[config.mk]
export PLATFORM = sky130hd
export DESIGN_NAME = pc_unit
export DESIGN_NICKNAME = d
export VERILOG_FILES = /design/src/rtl/pc_unit.sv
export SDC_FILE = /design/constraint.sdc
export NUM_CORES = 1
export LEC_CHECK = 0
export ABC_AREA = 0
export ABC_CLOCK_PERIOD_IN_PS = 2200
export CAP_MARGIN = 20
export CORE_AREA = 2 2 125 127
export DETAILED_ROUTE_END_ITERATION = 10
export DIE_AREA = 0 0 127 129
export GPL_TIMING_DRIVEN = 0
export HOLD_SLACK_MARGIN = 0.06
export PLACE_DENSITY = 0.63
export SYNTH_ARGS = -nofsm -noshare
export SYNTH_HDL_FRONTEND = slang
export SYNTH_SLANG_ARGS = --single-unit
[constraint.sdc]
create_clock -name clk -period 2.2 [get_ports clk]
set_input_delay 0.22 -clock clk [delete_from_list [all_inputs] [get_ports clk]]
set_output_delay 0.22 -clock clk [all_outputs]
set_load 0.03 [all_outputs]
[src/rtl/pc_unit.sv]
// pc_unit: parametrised program counter for the MIPS fetch stage.
// Prioritised next-PC selection (exception > jump > branch > stall > sequential),
// misaligned-target trapping and a BOOT/RUN/HALT state machine.
// Optional feature: define PC_FETCH_COUNT_EN to add a 32-bit saturating
// fetch_count output that counts accepted fetches.
module pc_unit #(
  parameter int               WIDTH        = 32,
  parameter logic [WIDTH-1:0] RESET_VECTOR = '0,
  parameter logic [31:0]      EXC_VECTOR   = 32'h0000_0180,
  parameter int               STEP         = 4,
  parameter int               ALIGN_BITS   = 2
) (
  input  logic             clk,
  input  logic             reset,
  input  logic             stall,
  input  logic             halt,
  input  logic             resume,
  input  logic             branch_taken,
  input  logic [WIDTH-1:0] branch_target,
  input  logic             jump,
  input  logic [WIDTH-1:0] jump_target,
  input  logic             exception,
  output logic [WIDTH-1:0] pc,
  output logic [WIDTH-1:0] pc_next_seq,
  output logic             fetch_valid,
  output logic             redirect,
  output logic             addr_err,
  output logic [WIDTH-1:0] bad_addr
`ifdef PC_FETCH_COUNT_EN
  ,
  output logic [31:0]      fetch_count
`endif
);

  // Exception vector truncated (or zero-extended) to the PC width.
  localparam logic [WIDTH-1:0] EXC_PC     = WIDTH'(EXC_VECTOR);
  localparam logic [WIDTH-1:0] STEP_W     = WIDTH'(STEP);
  // Low bits that must be clear in any redirect target; zero mask when ALIGN_BITS = 0.
  localparam logic [WIDTH-1:0] ALIGN_MASK = (WIDTH'(1) << ALIGN_BITS) - WIDTH'(1);

  typedef enum logic [1:0] {
    BOOT = 2'd0,
    RUN  = 2'd1,
    HALT = 2'd2
  } state_t;

  state_t           state;
  state_t           state_next;
  logic [WIDTH-1:0] pc_next;
  logic             redirect_next;
  logic             addr_err_next;
  logic [WIDTH-1:0] bad_addr_next;
  logic             jump_misaligned;
  logic             branch_misaligned;

  assign pc_next_seq       = pc + STEP_W;
  assign fetch_valid       = (state == RUN) && !stall;
  assign jump_misaligned   = |(jump_target & ALIGN_MASK);
  assign branch_misaligned = |(branch_target & ALIGN_MASK);

  // Next-state and next-PC selection; redirects win over stall, jump wins over branch.
  always_comb begin
    state_next    = state;
    pc_next       = pc;
    redirect_next = 1'b0;
    addr_err_next = 1'b0;
    bad_addr_next = bad_addr;
    case (state)
      BOOT: begin
        // PC stays at the reset vector for the single boot cycle.
        state_next = RUN;
      end
      RUN: begin
        if (exception) begin
          pc_next       = EXC_PC;
          redirect_next = 1'b1;
        end else begin
          if (jump) begin
            redirect_next = 1'b1;
            if (jump_misaligned) begin
              pc_next       = EXC_PC;
              addr_err_next = 1'b1;
              bad_addr_next = jump_target;
            end else begin
              pc_next = jump_target;
            end
          end else if (branch_taken) begin
            redirect_next = 1'b1;
            if (branch_misaligned) begin
              pc_next       = EXC_PC;
              addr_err_next = 1'b1;
              bad_addr_next = branch_target;
            end else begin
              pc_next = branch_target;
            end
          end else if (!stall) begin
            pc_next = pc_next_seq;
          end
          // An exception on the same edge keeps the core running.
          if (halt) begin
            state_next = HALT;
          end
        end
      end
      HALT: begin
        // Only exception or resume wake the unit; everything else is ignored.
        if (exception) begin
          state_next    = RUN;
          pc_next       = EXC_PC;
          redirect_next = 1'b1;
        end else if (resume) begin
          state_next = RUN;
        end
      end
      default: begin
        state_next = BOOT;
      end
    endcase
  end

  // State, PC and status-pulse registers.
  always_ff @(posedge clk or negedge reset) begin
    if (!reset) begin
      state    <= BOOT;
      pc       <= RESET_VECTOR;
      redirect <= 1'b0;
      addr_err <= 1'b0;
      bad_addr <= '0;
    end else begin
      state    <= state_next;
      pc       <= pc_next;
      redirect <= redirect_next;
      addr_err <= addr_err_next;
      bad_addr <= bad_addr_next;
    end
  end

`ifdef PC_FETCH_COUNT_EN
  // Saturating count of edges on which a valid fetch was presented.
  always_ff @(posedge clk or negedge reset) begin
    if (!reset) begin
      fetch_count <= '0;
    end else if ((state == RUN) && fetch_valid && (fetch_count != 32'hFFFF_FFFF)) begin
      fetch_count <= fetch_count + 32'd1;
    end
  end
`endif

endmodule

==> results_dict.tcl <==
set metrics [dict create \
    avgSynthCellArea_um2 8.65 \
    ys_types 67 \
    synth-compound-area-share_pct 24.5 \
    cp.arrival_ps 2230 \
    rsz0062_at_grt "true" \
    hold_violations 0 \
    final_cells 936 \
    fill_cells 1328 \
    use_met3_pct 4.74 \
    finalCriticalPeriod_ps 2450 \
    cts.clk_slew.worst_paths_ps 60 \
    htreeDepth 3 \
    grt_pass1_vias 5160 \
    violations "negative setup slack" \
    wl_per_cell_um 21.9 \
    setup_viol 15 \
    grt.overflow.total 0 \
    cts_root_buf "clkbuf_16" \
    synth_nets 586 \
    fp.dieW_um 127 \
    drive_gt1_share_pct 27.8 \
    fmax_mhz 409 \
    synth_simple_gate_area_share_pct 20.8 \
    initial_core_util_pct 29.5 \
    synth_adder_area_share_pct 1.13 \
    synth_flop_cell "dfrtp_1" \
    worstMarginPinSlew_ps 689 \
    synth.top_cell.area_share_pct 38.6 \
    status "finished, violations left" \
    grt_usage_pct 24.4 \
    yosysWarnings 0 \
    path_max_fanout 3 \
    gp_congestion 0.927 \
    power_mw 8.68 \
    clk_latency_ps 340 \
    peakVddDrop_mv 0.690 \
    synth_area_leaders "dfrtp_1 (39%), a21oi_1 (6.5%), mux2i_1 (5.4%)" \
    die_h_um 129 \
    clk_path_buf_depth 2 \
    synth_top_family_by_area "compound AO/OA/AOI/OAI gates" \
    grtUsageMet2_pct 38.8 \
    dp_cells 870 \
    num_rows 45 \
    slew_headroom_pct 53.8 \
    dr.pass1.iters 5 \
    worst_slack_ps -248 \
    slew_violations 0 \
    grt_pass1_wl_um 30300 \
    crit_type "reg -> out" \
    async_flop_share_pct 100 \
    grt_antenna_before_repair 1 \
    fin_skew_ps 7.14 \
    n_antenna_cell 0 \
    post-route-util_pct 51.4 \
    synth_largest_area_cell "dfrtp_1" \
    synthMuxAreaShare_pct 5.45 \
    dp_hpwl_um 14800 \
    drc 0 \
    synth-xor-area-share_pct 4.96 \
    synthCells 510 \
    dpl_worst_slack_ps -894 \
    grt_max_degree 55 \
    power_density_nw_per_um2 1130 \
    ys_seq_elements 68 \
    synth_edf_count 0 \
    min_period_over_period_pct 111 \
    cts.sinks 68 \
    startpoint_type "register" \
    hold_path_class "in -> async" \
    endpoint_kind "output pin" \
    busiest_layer "met2" \
    vias_per_cell 5.64 \
    vias 5277 \
    io_buffer_count 170 \
    cap_violations 0 \
    netlist_area_um2 4410 \
    crit_required_ps 1980 \
    drtAntennaViolNets 0 \
    ys_seq_area_share_pct 38.6 \
    nets 819 \
    core_um2 15000 \
    cts_tree "built" \
    drt_iter0_drc 562 \
    routed_wl_um 20500 \
    cellLeakagePower_nw 3.32 \
    cts_inserted_buffers 9 \
    met1_usage_pct 32.8 \
    die-area_um2 16400 \
    num_io_pins 171 \
    areaGrowthSynthToFinish_pct 74.6 \
]
## synth_stat cells, types with 4 or more instances
cell and number:
a211oi_1 8, nand4_1 4, nor2_1 52, ha_1 4
o211ai_1 6, and2_1 8, nor4_1 7, xnor2_1 17
nand2_1 34, a211o_1 5, a32o_1 9, xor2_1 8
o2bb2ai_1 4, o21ai_0 26, o22ai_1 7, nor3_1 9
a31oi_1 5, and3_1 14, clkbuf_1 28, a21oi_1 57
a22o_1 5, nor2b_1 9, inv_1 11, nand3_1 15
mux2i_1 24, o31ai_1 4, dfrtp_1 68, a31o_2 5
## cell usage in the layout, fill, tap and decap left out, types with 5 or more instances in the layout
cell             Yosys  final
nor4_4               0      5
buf_6                0     21
xnor2_2              0      8
o22ai_1              7      7
clkbuf_1            28      7
o21ai_0             26     25
clkbuf_4             0      8
nand2_1             34     27
mux2i_1             24     24
nor2_1              52     49
dlygate4sd2_1        0      6
xor2_1               8      5
nand3_1             15      9
xnor2_1             17      7
clkbuf_16            0      9
buf_4                2     52
clkbuf_2             2     12
a21oi_1             57     57
a31o_2               5      5
nand2_2              0      6
clkdlybuf4s50_1      0    141
and2_1               8      8
dfrtp_2              0     19
buf_2                2      6
a32o_1               9      9
a211oi_1             8      7
dfrtp_1             68     49
a22o_1               5      5
o211ai_1             6      6
nor2b_1              9      9
a31oi_1              5      5
and3_1              14     14
inv_1               11     11
## routing by layer
metal | up-vias | share of wire, %
met2 | 331 | 47
met1 | 2540 | 41
met4 | 0 | 3.6
li1 | 2352 | -
met3 | 54 | 8.9
met5 | - | 0
## report_power, final
part / internal [mW] / total (mW) / switching (mW)
logic: 1.97 / 4.72 / 2.75
clock network: 1.17 / 1.76 / 0.590
registers: 1.73 / 2.20 / 0.467
total: 4.87 / 8.68 / 3.81
## flip-flops by register name, summed over array words and instances (netlist names)
signal	flops
redirect	1
pc	32
state	2
addr_err	1
bad_addr	32
## worst paths after layout
check,from,endpoint,slack [ps],cells past startpoint
worst max-delay path,pc[5],pc_next_seq[27],-250,5
worst min-delay path,reset,pc[31],290,2
worst max register to register,pc[3],pc[23],-20,9
worst min register to register,pc[1],pc[1],520,1
max in group asynchronous,reset,pc[8],1340,3
min in group clk,branch_target[10],pc[10],470,3
## through the flow
step                      instance area [um2]  TNS, ps  hold WS (ps)
after floorplan                          4540     -265         -75.6
after global placement                   6470  -172480           500
after detailed placement                 6500   -52280           104
after CTS                                7380    -2900           297
after global routing                     7700    -2990           303
final                                    7700    -1560           287
## cell type report
type / count / area (um2) / share of cell area (%)
multi-input cells: 394 / 2990 / 38.8
clock buffers: 11 / 253 / 3.28
repair buffers: 227 / 2170 / 28.2
well taps: 188 / 235 / 3.05
plain buffers: 31 / 175 / 2.27
flip-flops and latches: 68 / 1730 / 22.4
clock inverters: 5 / 106 / 1.38
inverters: 12 / 48.8 / 0.633
## critical path: stages (launching register included)
cell and delay [ps]:
dfrtp_2 390, nand4_4 140, or4_4 570, or4_4 490
xnor2_4 150, buf_6 150
## logic make-up (layout without fill, tap and decap cells)
family	count (synthesis)	after routing
buffers and inverters	48	286
multiplexers	24	24
AO/OA/AOI/OAI	164	164
XOR/XNOR	25	25
adder cells (fa/ha/maj)	4	4
flip-flops	68	68
AND/OR/NAND/NOR	177	177
## repair_timing
item,in CTS,in global routing
setup endpoints to repair,90,74
resized for setup,167,108
hold endpoints to repair,14,0
hold buffers,1,0
buffers inserted,34,20
pin swaps,17,18
No activity file was read; power rests on OpenSTA's default activity.
